File: src/rtl/debounce_pkg.sv
// Shared types for the multi-bit debouncer: per-bit stability FSM states and
// the glitch-counter width used when DEBOUNCE_GLITCH_CNT_EN is defined.
package debounce_pkg;

    typedef enum logic [1:0] {
        STABLE_LOW  = 2'd0,
        WAIT_HIGH   = 2'd1,
        STABLE_HIGH = 2'd2,
        WAIT_LOW    = 2'd3
    } db_state_e;

    localparam int GLITCH_CNT_W = 8;

endpackage

File: src/rtl/debounce_bit.sv
// One debounced bit: 2-flop synchronizer followed by a stability FSM that only
// accepts a new level after STABLE_CYCLES identical synchronized samples.
module debounce_bit
    import debounce_pkg::*;
#(
    parameter int STABLE_CYCLES = 4,
    parameter int CNT_W         = $clog2(STABLE_CYCLES + 1)
) (
    input  logic clk,
    input  logic rst_n,
    input  logic din,
    output logic dout,
    output logic busy,
    output logic abort
);

    localparam logic [CNT_W-1:0] CNT_LAST = CNT_W'(STABLE_CYCLES - 1);
    localparam logic [CNT_W-1:0] CNT_ONE  = CNT_W'(1);

    logic             sync_p1;
    logic             sync_p2;
    db_state_e        state;
    db_state_e        state_nxt;
    logic [CNT_W-1:0] cnt;
    logic [CNT_W-1:0] cnt_nxt;
    logic             dout_nxt;

    // Synchronizer stages: only sync_p2 is ever seen by the FSM
    always_ff @(posedge clk or negedge rst_n) begin
        if (!rst_n) begin
            sync_p1 <= 1'b0;
            sync_p2 <= 1'b0;
        end else begin
            sync_p1 <= din;
            sync_p2 <= sync_p1;
        end
    end

    // Stability FSM state, counter and registered outputs
    always_ff @(posedge clk or negedge rst_n) begin
        if (!rst_n) begin
            state <= STABLE_LOW;
            cnt   <= '0;
            dout  <= 1'b0;
            busy  <= 1'b0;
        end else begin
            state <= state_nxt;
            cnt   <= cnt_nxt;
            dout  <= dout_nxt;
            busy  <= (state_nxt == WAIT_HIGH) || (state_nxt == WAIT_LOW);
        end
    end

    always_comb begin
        state_nxt = state;
        cnt_nxt   = cnt;
        dout_nxt  = dout;
        abort     = 1'b0;
        case (state)
            STABLE_LOW: begin
                if (sync_p2) begin
                    state_nxt = WAIT_HIGH;
                    cnt_nxt   = CNT_ONE;
                end
            end
            WAIT_HIGH: begin
                if (sync_p2) begin
                    if (cnt == CNT_LAST) begin
                        state_nxt = STABLE_HIGH;
                        dout_nxt  = 1'b1;
                        cnt_nxt   = '0;
                    end else begin
                        cnt_nxt = cnt + CNT_ONE;
                    end
                end else begin
                    state_nxt = STABLE_LOW;
                    cnt_nxt   = '0;
                    abort     = 1'b1;
                end
            end
            STABLE_HIGH: begin
                if (!sync_p2) begin
                    state_nxt = WAIT_LOW;
                    cnt_nxt   = CNT_ONE;
                end
            end
            WAIT_LOW: begin
                if (!sync_p2) begin
                    if (cnt == CNT_LAST) begin
                        state_nxt = STABLE_LOW;
                        dout_nxt  = 1'b0;
                        cnt_nxt   = '0;
                    end else begin
                        cnt_nxt = cnt + CNT_ONE;
                    end
                end else begin
                    state_nxt = STABLE_HIGH;
                    cnt_nxt   = '0;
                    abort     = 1'b1;
                end
            end
            default: begin
                state_nxt = STABLE_LOW;
                cnt_nxt   = '0;
            end
        endcase
    end

endmodule

File: src/rtl/multi_bit_debouncer.sv
// WIDTH independent debounced bits. Defining DEBOUNCE_GLITCH_CNT_EN adds a
// saturating glitch_cnt that counts clocks on which any bit aborted a WAIT state.
module multi_bit_debouncer
    import debounce_pkg::*;
#(
    parameter int WIDTH         = 1,
    parameter int STABLE_CYCLES = 4
) (
    input  logic                    clk,
    input  logic                    rst_n,
    input  logic [WIDTH-1:0]        sig_in,
    output logic [WIDTH-1:0]        sig_out,
    output logic [WIDTH-1:0]        busy
`ifdef DEBOUNCE_GLITCH_CNT_EN
    ,
    output logic [GLITCH_CNT_W-1:0] glitch_cnt
`endif
);

    localparam int CNT_W = $clog2(STABLE_CYCLES + 1);

    if (STABLE_CYCLES < 2 || STABLE_CYCLES > 255) begin : g_bad_stable_cycles
        $error("multi_bit_debouncer: STABLE_CYCLES must be within 2..255");
    end

    logic [WIDTH-1:0] abort;

    for (genvar i = 0; i < WIDTH; i++) begin : g_bit
        debounce_bit #(
            .STABLE_CYCLES(STABLE_CYCLES),
            .CNT_W        (CNT_W)
        ) u_bit (
            .clk  (clk),
            .rst_n(rst_n),
            .din  (sig_in[i]),
            .dout (sig_out[i]),
            .busy (busy[i]),
            .abort(abort[i])
        );
    end

`ifdef DEBOUNCE_GLITCH_CNT_EN
    // Several bits aborting on the same clock still count as one glitch event
    always_ff @(posedge clk or negedge rst_n) begin
        if (!rst_n) begin
            glitch_cnt <= '0;
        end else if ((|abort) && (glitch_cnt != '1)) begin
            glitch_cnt <= glitch_cnt + GLITCH_CNT_W'(1);
        end
    end
`else
    logic unused_abort_any;
    assign unused_abort_any = |abort;
`endif

endmodule

File: config.mk
export PLATFORM = sky130hd
export DESIGN_NAME = multi_bit_debouncer
export DESIGN_NICKNAME = d
export VERILOG_FILES = /design/src/rtl/debounce_pkg.sv /design/src/rtl/debounce_bit.sv /design/src/rtl/multi_bit_debouncer.sv
export SDC_FILE = /design/constraint.sdc
export NUM_CORES = 1
export LEC_CHECK = 0
export CAP_MARGIN = 0
export CORE_AREA = 2 2 39 41
export CTS_CLUSTER_SIZE = 10
export DETAILED_ROUTE_END_ITERATION = 7
export DIE_AREA = 0 0 41 43
export SYNTH_ARGS = -nofsm -noshare
export SYNTH_HDL_FRONTEND = slang
export SYNTH_SLANG_ARGS = --single-unit
File: constraint.sdc
create_clock -name clk -period 1.2 [get_ports clk]
set_input_delay 0.18 -clock clk [delete_from_list [all_inputs] [get_ports clk]]
set_output_delay 0.18 -clock clk [all_outputs]
set_load 0.02 [all_outputs]
## Word-level counts from Yosys, hierarchy flattened

Index checks and enable logic that the tools add are counted.

- Logic and storage cells: 42
- Output and inout port bits: 2
- Register bits after elaboration: 9

- Equality and inequality tests: 12
- Add/sub/neg operators: 1
- Muxes and demuxes: 18
- Reduce and logical (&&, ||, !) cells: 5

Operator list:

| kind | number |
|---|---|
| two-way mux 3 bit | 5 |
| two-way mux 2 bit | 6 |
| case mux 3 bit (4 select lines) | 1 |
| inequality test 2 x 1 -> 1 bit (second input constant) | 4 |
| case mux 2 bit (4 select lines) | 1 |
| == test 2 bit (second input constant) | 3 |
| AND reduction 5 bit | 1 |
| == test 2 x 1 -> 1 bit (second input constant) | 2 |
| two-way mux 1 bit | 4 |
| inequality test 2 bit (second input constant) | 2 |
| adder 3 x 1 -> 3 bit (second input constant) | 1 |
| == test 3 x 2 -> 1 bit (second input constant) | 1 |
| zero test 2 bit | 1 |
| case mux 1 bit (2 select lines) | 1 |
| AND reduction 2 bit | 1 |
| nonzero test 2 bit | 1 |
| logical OR 1 bit | 1 |

## Longest topological paths before layout

Gate-level depths: netlist of run 1.

- Depth after elaboration: 6
- Gate-level depth with buffers: 4
- Depth with buffers taken out: 4

## Least setup slack after synthesis of run 1

No wires, ideal clock.

- Path kind: flip-flop to flip-flop
- Start: reg g_bit[0].u_bit.cnt[0]
- End: reg g_bit[0].u_bit.state[1]
- Stages on the path, launching flop included: 4
- Buffers on the path: 0
- Period minus slack after synthesis: 1.144 ns
- Arrival time: 1.019 ns
- Setup slack: 0.056 ns
- Data required time: 1.075 ns
- Cell sequence: dfrtp_1 -> ha_1 -> nand3b_1 -> mux2_2

- Word-level cells in the longest chain between the ends: 4
- Elaborated cells between the ends (all ways): 6
- Those cells by class: eq/ne: 1; mux: 5

RTL lines:

| element | line | text |
|---|---|---|
| start: declaration | debounce_bit.sv:24 | `logic [CNT_W-1:0] cnt;` |
| start signal: assignment | debounce_bit.sv:48 | `cnt <= cnt_nxt;` |
| == test 3 x 2 -> 1 bit * | debounce_bit.sv:68, debounce_bit.sv:89 |  |
| two-way mux 2 bit (on tied branches) | debounce_bit.sv:89, debounce_bit.sv:68 |  |
| two-way mux 2 bit (on tied branches) | debounce_bit.sv:88, debounce_bit.sv:67 |  |
| case mux 2 bit (4 select lines) * | debounce_bit.sv:59 | `case (state)` |
| via g_bit[0].u_bit.state_nxt[1] | debounce_bit.sv:23 | `db_state_e state_nxt;` |
| end signal: assignment | debounce_bit.sv:47 | `state <= state_nxt;` |
| end: declaration | debounce_bit.sv:22 | `db_state_e state;` |

Mark *: on every way through the listed nets, which the timed path passes. The rest lies on a longest branch.
A chain may end at the register's enable or synchronous reset.

## Final worst setup path of run 1

- Start: reg g_bit[0].u_bit.cnt[1]
- End: reg g_bit[0].u_bit.dout

- Word-level cells in the longest chain between the ends: 3
- Elaborated cells between the ends (all ways): 4
- Those cells by class: eq/ne: 3; reduce/logical: 1

RTL lines:

| element | line | text |
|---|---|---|
| == test 3 x 2 -> 1 bit * | debounce_bit.sv:68, debounce_bit.sv:89 |  |
| inequality test 2 x 1 -> 1 bit (no source line) | - |  |
| AND reduction 5 bit (no source line) * | - |  |
| end signal: assignment | debounce_bit.sv:49 | `dout <= dout_nxt;` |
| end: declaration | debounce_bit.sv:12 | `output logic dout,` |

Every way passes the cells marked *; elsewhere a longest branch is shown, timed or not.

==> summary.md, run 1 <==
| Metric | Value |
|---|---|
| FF-to-FF setup slack | `0.03 ns` |
| Synthesized flop and latch total | `9` |
| Setup Viol. Count Final | `0` |
| Root Driver | `clkbuf_4` |
| Logic pwr share | `33.3%` |
| CTS tree | `done` |
| Number of antenna diodes | `0` |
| Vias | `252` |
| CTS Buffer Depth | `2` |
| Area leader, netlist | `dfrtp_1` |
| Ports | `5` |
| Max_slew headroom | `between 70% and 80%` |
| GRT Util Overall | `9.70%` |
| Avg Cell Area, Syn | `13.3 µm²` |
| Int Power | `0.705 mW` |
| Max cap viols | `0` |
| CTS clk-pin slew, worst paths | `0.06 ns` |
| Routed wire per std cell | `12.1 µm` |
| Setup WS pre-CTS | `-0.00601 ns` |
| Clock Power Share | `21.9%` |
| Die Wd | `approximately 41 µm` |
| DIE AREA | `about 1800 µm²` |
| Worst Path Required | `1.33 ns` |
| CORE AREA | `around 1400 µm²` |
| Measured slew at the worst slew-check pin | `0.391 ns` |
| Largest cells by area after synthesis | `dfrtp_1, o21ai_0, xor2_2` |
| Total negative slack | `0 ns` |
| Vias in the first global route | `approximately 260` |
| Synthesized area | `359 µm²` |
| Post-route ant nets | `0` |
| Status | `finished clean` |
| Share of cells above drive strength 1 | `between 20% and 30%` |
| Initial Util | `25.9%` |
| Port Buf Inserts | `4` |
| Worst R2R Start | `g_bit[0].u_bit.cnt[1]` |
| Clk_lat worst skew | `0.26 ns` |
| WL final | `651 µm` |
| Initial antenna violation count | `0` |
| Grt total ovfl | `0` |
| Via/cell ratio | `~4.7` |
| EDFF count, synth | `0` |
| Largest net degree at the start of global routing | `10` |
| Peak supply drop | `0.00108 V` |
| TritonCTS Sinks | `9` |
| Std cell rows | `14` |
| Hold Fails Final Rpt | `0` |
| Global-route wire length before repair | `1.06 mm` |
| Fin Clk Skew | `0.00740 ns` |
| Yosys warns | `0` |
| Final cycle utilization of the critical path | `between 90% and 100%` |
| DRT iter0 DRCs | `2` |
| Post-synth cell types | `14` |
| Synth async-reset ratio | `100%` |
| WP data arrival | `1.30 ns` |
| DIE HEIGHT | `43 µm` |
| Post-route worst setup slack | `~0.029 ns` |
| Crit path max fanout | `3` |
| Reg2reg end | `g_bit[0].u_bit.dout` |
| Total CTS buffers | `3` |
| Reg power frac | `44.8%` |
| Psw | `roughly 0.33 mW` |
| Most frequent cells after synthesis | `dfrtp_1, o21ai_0, and2_2, o21a_1` |
| Startpoint types | `flop` |
| Hold buffer count at CTS | `0` |
| Synth top area share | `62.7%` |
| Post-synthesis sequential area ratio | `roughly 63%` |
| Fin nets | `43` |
| Residual DRC | `0` |
| Mapped Cells | `27` |
| Most frequent cell after synthesis | `dfrtp_1` |
| Worst Hold Class | `in -> async` |
| Switching share of power | `32.1%` |
| Main synth FF type | `dfrtp_1` |
| WS Path Type | `reg -> reg` |
| PwrDens | `2220 nW/µm²` |
| Syn Nets | `31` |
| Reg2reg path depth | `5` |
| Layout area overhead | `30.3%` |
| 1st-pass router iterations | `2` |
| Fmax | `around 0.85 GHz` |
| Worst setup EP type | `flop` |
| Tmin final | `1.17 ns` |
| H-tree depth | `1` |
| Pleak | `0.200 nW` |
| Fin. max-slew vios | `0` |
| GP Congestion | `0.705` |
[worst max path at each step]
stage / from / end / slack (ns) / cells after the start
global placement: g_bit[0].u_bit.cnt[0] / g_bit[0].u_bit.state[1] / 0.04 / 3
floorplan: g_bit[0].u_bit.cnt[0] / g_bit[0].u_bit.state[1] / 0.06 / 3
global route: g_bit[0].u_bit.cnt[1] / g_bit[0].u_bit.dout / -0.01 / 5
finish: g_bit[0].u_bit.cnt[1] / g_bit[0].u_bit.dout / 0.03 / 5
detailed placement: g_bit[0].u_bit.cnt[0] / g_bit[0].u_bit.state[1] / -0.006 / 3
CTS: g_bit[0].u_bit.cnt[1] / g_bit[0].u_bit.state[1] / 0.008 / 3
[repair_timing]
item | 4_1_cts | 5_1_grt
setup endpoints to repair | 3 | 2
gates resized for setup | 2 | 1
setup buffers | 1 | 1
[placed cells by master, fill, tap and decap left out]
cell type	synthesis	final
nor2_1	1	1
o21ai_0	4	4
nand3_1	1	1
mux2_2	1	1
and3b_1	1	1
and2_2	2	2
dlygate4sd2_1	0	2
dfrtp_1	9	9
nand2b_1	1	1
nor2b_1	1	1
clkbuf_1	0	1
xor2_2	1	1
ha_2	0	1
o21a_1	2	2
clkdlybuf4s50_1	0	2
clkbuf_4	0	3
buf_4	0	3
a31oi_1	1	1
nand3b_1	1	1
[state kept, by name, indices dropped and copies added (netlist names)]
name / flops
g_bit.u_bit.sync_p2: 1
g_bit.u_bit.sync_p1: 1
g_bit.u_bit.dout: 1
g_bit.u_bit.state: 2
g_bit.u_bit.busy: 1
g_bit.u_bit.cnt: 3
[power by group through the flow]
stage / logic (mW) / clock network [mW] / registers, mW
after floorplan: 0.186 / 0 / 0.482
after global placement: 0.293 / 0 / 0.465
after detailed placement: 0.316 / 0 / 0.476
after CTS: 0.334 / 0.235 / 0.463
after global routing: 0.378 / 0.253 / 0.476
final: 0.346 / 0.227 / 0.466
[metal layers]
layer  vias up  wire (µm)  track usage [%]
met3         4         19             1.57
met4         0         27             10.0
met5         -          0                0
met1       125        239             9.18
met2         6        364             15.6
li1        117          -                -
[worst max-delay path, cell delays in order (launching register included)]
cell and delay [ns]:
dfrtp_1 0.37, ha_2 0.19, nand3b_1 0.11, buf_4 0.16, o21ai_0 0.12, o21ai_0 0.09
[final cells by class]
cell class	count	area [µm²]
sequential	9	225
fill	140	916
multi-input combinational	18	136
timing repair buffer	7	60.1
tap	16	20.0
clock buffer	4	26.3
[metrics by stage]
stage | instances | utilization [%] | power [mW] | area (µm²) | hold WS [ns]
2_1_floorplan | 27 | - | 0.668 | 359 | -0.116
3_3_place_gp | 48 | 30.8 | 0.758 | 427 | 0.334
3_5_place_dp | 48 | 30.8 | 0.792 | 427 | 0.338
4_1_cts | 53 | 33.1 | 1.03 | 458 | 0.221
5_1_grt | 54 | 33.8 | 1.11 | 468 | 0.250
6_report | 54 | 33.8 | 1.04 | 468 | 0.207
[kinds of logic after synthesis]
| family | share of synthesized area, % |
|---|---|
| XOR/XNOR | 4.53 |
| multiplexers | 3.14 |
| AO/OA/AOI/OAI | 11.5 |
| adder cells (fa/ha/maj) | 3.48 |
| flip-flops | 62.7 |
| AND/OR/NAND/NOR | 14.6 |
(Power assumes the default switching activity.)
==> run 2, diff against run 1 <==
- PLACE_DENSITY: unset -> 0.54
==> run 2 against run 1 <==
Clock power hardly changed; sequential share of layout area increased by 0.65 points; global-route usage is 0.29 points higher; final area down 1.3%; non-clock buffer count decreased by 1; wire length down 11%; worst setup slack improved by 0.0062 ns; combinational power decreased by 6.9%; utilization down 0.45 points; clock skew down 0.0017 ns; first-iteration DRC count stayed put; highest routed layer unchanged.
==> summary.md, run 2 (synthesized netlist as in run 1, its figures left out) <==
| Metric | Value |
|---|---|
| Grt total ovfl | `0` |
| Final cycle utilization of the critical path | `97.1%` |
| Most common cell after layout, fill and taps aside | `dfrtp_1` |
| Fin util | `33.4%` |
| Worst setup EP type | `flop` |
| Fin Clk Skew | `about 0.0057 ns` |
| GP Congestion | `0.760` |
| Initial antenna violation count | `0` |
| Setup WS pre-CTS | `-0.0144 ns` |
| Final Non-Filler Cells | `53` |
| Worst Hold Class | `in -> async` |
| Tot Pwr | `1.01 mW` |
| Crit path max fanout | `3` |
| Post-route ant nets | `0` |
| DRT iter0 DRCs | `2` |
| Vias in the first global route | `255` |
| Via/cell ratio | `4.43` |
| CTS Buffer Depth | `2` |
| Pleak | `0.197 nW` |
| H-tree depth | `1` |
| Std cell rows | `14` |
| Ports | `5` |
| Grt met3 use | `6.28%` |
| Largest net degree at the start of global routing | `10` |
| TritonCTS Sinks | `9` |
| Detailed placer's ending HPWL | `443 µm` |
| Tmin final | `1.16 ns` |
| Max reg flops | `3` |
| Peak supply drop | `0.000843 V` |
| Initial Util | `25.9%` |
| Status | `finished clean` |
| Fin nets | `42` |
| DIE AREA | `~1800 µm²` |
| WS Path Type | `reg -> reg` |
| PwrDens | `approximately 2200 nW/µm²` |
| Root Driver | `clkbuf_4` |
| DIE HEIGHT | `43 µm` |
| CTS tree | `done` |
| Max_slew headroom | `74.9%` |
| Clk_lat worst skew | `roughly 0.26 ns` |
| Number of antenna diodes | `0` |
| Port Buf Inserts | `4` |
| Worst hold slack | `0.204 ns` |
| Met2 Use GR | `13.1%` |
| CORE AREA | `1380 µm²` |
| Final instance area | `462 µm²` |
| Worst Path Required | `1.34 ns` |
| Vias | `235` |
| Share of cells above drive strength 1 | `27.0%` |
| CTS clk-pin slew, worst paths | `0.06 ns` |
| Routed wire per std cell | `10.9 µm` |
| Max cap viols | `0` |
| Most frequent cells in the layout | `dfrtp_1, clkbuf_4` |
| Fin. max-slew vios | `0` |
| Die Wd | `41 µm` |
| Met1 usage | `10.8%` |
| Layout area overhead | `28.6%` |
| Reg area | `225 µm²` |
| Largest registers | `g_bit.u_bit.cnt (3), g_bit.u_bit.state (2)` |
| Fillers | `about 140` |
| Measured slew at the worst slew-check pin | `around 0.38 ns` |
| Post-route worst setup slack | `0.0351 ns` |
| Busiest grt layer | `met2` |
| Placed instance count | `48` |
| GRT Util Overall | `9.99%` |
| 1st-pass router iterations | `4` |
| WP data arrival | `1.31 ns` |
| Largest reg by FF count | `g_bit.u_bit.cnt` |
| Fmax | `between 0.8 and 0.9 GHz` |
| Hold Fails Final Rpt | `0` |
| Total CTS buffers | `3` |
| Startpoint types | `flop` |
| WL final | `577 µm` |
| Setup Viol. Count Final | `0` |
| Placed Area | `427 µm²` |
| Multi-input gate area | `136 µm²` |
| Total negative slack | `0 ns` |
| Residual DRC | `0` |
| RSZ-0062 raised after global routing | `true` |
| Global-route wire length before repair | `1.03 mm` |
run 2: changes by cell type in the layout (fill, tap and decap cells not counted):
cell             delta
buf_4               -1
clkdlybuf4s15_1     +1
o21ai_1             +2
dlygate4sd2_1       -1
o21ai_0             -2
run 2: path summary, 6_finish.rpt:
path                                         from                 endpoint  slack, ns  depth (start not counted)
min in group clk           g_bit[0].u_bit.sync_p1   g_bit[0].u_bit.sync_p2       0.35                          0
max                         g_bit[0].u_bit.cnt[1]  g_bit[0].u_bit.state[1]       0.04                          3
max reg2reg                 g_bit[0].u_bit.cnt[1]  g_bit[0].u_bit.state[1]       0.04                          3
min                                         rst_n  g_bit[0].u_bit.state[1]       0.20                          1
min reg2reg                g_bit[0].u_bit.sync_p1   g_bit[0].u_bit.sync_p2       0.35                          0
max in group asynchronous                   rst_n    g_bit[0].u_bit.cnt[2]       0.72                          1
run 2: layout make-up:
cell class | count | area share [%]
Timing Repair Buffer | 6 | 11.7
Multi-Input combinational cell | 18 | 29.5
Tap cell | 16 | 4.34
Clock buffer | 4 | 5.69
Sequential cell | 9 | 48.8
run 2: report_power, final:
part,internal [mW],switching (mW),leakage [nW]
registers,0.390,0.0743,0.106
logic,0.176,0.146,0.0760
clock network,0.128,0.0972,0.0150
total,0.694,0.318,0.197
run 2: worst max-delay path, stage by stage (launching register included):
cell and delay (ns):
dfrtp_1 0.38, ha_2 0.19, nand3b_1 0.14, mux2_2 0.35
run 2: timing repair:
action | CTS | global route
endpoints found under the setup margin | 4 | 3
resized for setup | 4 | 2
hold buffers | 0 | 0
setup buffers | 1 | 0
pin swaps | 0 | 1
hold endpoints to repair | 0 | 0
gates cloned | 0 | 0
run 2: per-layer routing:
metal	vias to the layer above	wire, µm
li1	114	-
met1	108	219
met2	11	296
met3	2	49
met4	0	12
met5	-	0
==> run 3, diff against run 2 <==
- SETUP_SLACK_MARGIN: unset -> 0.4
==> run 3 against run 2 <==
Die area unchanged; clock skew decreased by 0.0055 ns; first-iteration DRC count shrank 100%; sequential share of layout area decreased by 4.0 points; register-to-register slack worse by 0.02 ns; worst setup slack worse by 0.020 ns; combinational power grew 42%; flip-flop and latch count unchanged; highest routed layer unchanged.
==> summary.md, run 3 (synthesized netlist as in run 1, its figures left out) <==
| Metric | Value |
|---|---|
| Status | `finished clean` |
| Max_slew headroom | `73.4%` |
| Fin util | `between 30% and 40%` |
| Worst Path Required | `1.34 ns` |
| Total negative slack | `0 ns` |
| Hold Fails Final Rpt | `0` |
| Crit-path leading delay family | `flip-flops` |
| Most frequent cells in the layout | `dfrtp_1, buf_4, o21ai_1, clkbuf_4` |
| Crit path max fanout | `4` |
| Fmax | `between 0.8 and 0.9 GHz` |
| Share of cells above drive strength 1 | `around two fifths` |
| DIE AREA | `between 1500 and 2000 µm²` |
| Via/cell ratio | `4.32` |
| Psw | `between 0.3 and 0.4 mW` |
| CTS Buffer Depth | `2` |
| Grt met3 use | `3.14%` |
| Met1 usage | `12.5%` |
| Root Driver | `clkbuf_4` |
| Worst setup EP type | `flop` |
| Std cell rows | `14` |
| DRT iter0 DRCs | `0` |
| CTS tree | `done` |
| Fin Clk Skew | `0.000219 ns` |
| CTS clk-pin slew, worst paths | `approximately 0.060 ns` |
| Max cap viols | `0` |
| Initial antenna violation count | `0` |
| Switching share of power | `30.4%` |
| Met2 Use GR | `12.2%` |
| Largest net degree at the start of global routing | `10` |
| WP data arrival | `1.33 ns` |
| Startpoint types | `flop` |
| Routed wire per std cell | `11.3 µm` |
| Residual DRC | `0` |
| Layout area overhead | `40.1%` |
| Largest registers | `g_bit.u_bit.cnt (3), g_bit.u_bit.state (2)` |
| Crit-path max cell delay | `0.38 ns` |
| Initial Util | `25.9%` |
| Clock Power Share | `19.9%` |
| Reg power frac | `40.4%` |
| Clk_lat worst skew | `0.26 ns` |
| Peak supply drop | `0.000935 V` |
| Placed Area | `425 µm²` |
| Largest reg by FF count | `g_bit.u_bit.cnt` |
| Worst hold slack | `0.214 ns` |
| Max reg flops | `3` |
| Busiest grt layer | `met1` |
| Int Power | `0.803 mW` |
| Worst Hold Class | `in -> async` |
| Vias | `246` |
| DIE HEIGHT | `43 µm` |
| Die Wd | `about 41 µm` |
| Crit-path slowest cell | `dfrtp_1` |
| Setup Viol. Count Final | `0` |
| CORE AREA | `~1400 µm²` |
| Final instance area | `roughly 500 µm²` |
| Fillers | `142` |
| GRT Util Overall | `just under 10%` |
| Pleak | `about 0.23 nW` |
| Grt total ovfl | `0` |
| Number of antenna diodes | `0` |
| WL final | `around 650 µm` |
| Measured slew at the worst slew-check pin | `0.398 ns` |
| Fin nets | `46` |
| Post-route ant nets | `0` |
| Global-route wire length before repair | `1.08 mm` |
| Final cycle utilization of the critical path | `98.7%` |
| TritonCTS Sinks | `9` |
| Fin. max-slew vios | `0` |
| H-tree depth | `1` |
| Worst path cell trace | `ha_2, nand3b_1, mux2_4` |
| Most common cell after layout, fill and taps aside | `dfrtp_1` |
| WS Path Type | `reg -> reg` |
| 1st-pass router iterations | `1` |
| Tot Pwr | `1.15 mW` |
| GP Congestion | `0.735` |
| Tmin final | `around 1.2 ns` |
| WP buf/inv | `0` |
| Vias in the first global route | `between 200 and 300` |
| Ports | `5` |
| Hold buffer count at CTS | `0` |
| Port Buf Inserts | `4` |
| Logic pwr share | `between 30% and 40%` |
| PwrDens | `around 2300 nW/µm²` |
| FF-to-FF setup slack | `0.02 ns` |
| RSZ-0062 raised after global routing | `true` |
| Total CTS buffers | `3` |
run 3: cell types whose count changed in the layout (fill, tap and decap cells not counted), sizes merged:
cell,change
buf,+6
clkdlybuf4s15,-1
dlygate4sd2,-1
run 3: area by class of cell:
cell class	instances	area [µm²]	share of cell area, %
Clock buffer	4	26.3	5.22
Multi-Input combinational cell	18	144	28.6
Sequential cell	9	225	44.8
Tap cell	16	20.0	3.98
Timing Repair Buffer	10	87.6	17.4
run 3: what timing repair did:
action,in CTS,in global routing
pin swaps,4,1
gates resized for setup,9,7
endpoints found under the setup margin,9,9
setup buffers,5,1
run 3: path summary, 6_finish.rpt:
path,cells after the start,from,endpoint
worst max-delay path,3,g_bit[0].u_bit.cnt[0],g_bit[0].u_bit.state[1]
worst min-delay path,1,rst_n,g_bit[0].u_bit.sync_p2
worst max register to register,3,g_bit[0].u_bit.cnt[0],g_bit[0].u_bit.state[1]
worst min register to register,0,g_bit[0].u_bit.sync_p1,g_bit[0].u_bit.sync_p2
max in group asynchronous,1,rst_n,g_bit[0].u_bit.cnt[1]
min in group clk,0,g_bit[0].u_bit.sync_p1,g_bit[0].u_bit.sync_p2
run 3: power by group through the flow:
stage | clock, mW | combinational [mW] | sequential [mW]
after floorplan | 0 | 0.200 | 0.484
after global placement | 0 | 0.300 | 0.469
after detailed placement | 0 | 0.316 | 0.472
after CTS | 0.239 | 0.430 | 0.460
after global routing | 0.263 | 0.501 | 0.473
final | 0.230 | 0.457 | 0.466
run 3: worst reg2reg max path: stages, from the launching register on:
cell and delay, ns:
dfrtp_1 0.38, ha_2 0.20, nand3b_1 0.17, mux2_4 0.32
run 3: layer usage:
layer  wire, µm  vias up
met5          0        -
met4         10        0
met3         24        2
met2        324        4
met1        286      119
li1           -      121
run 3: metrics by stage:
step	instances	worst slack, ns
CTS	56	0.0266
global route	57	-0.0403
floorplan	27	0.108
detailed placement	47	0.0344
global placement	47	0.0520
finish	57	0.0151
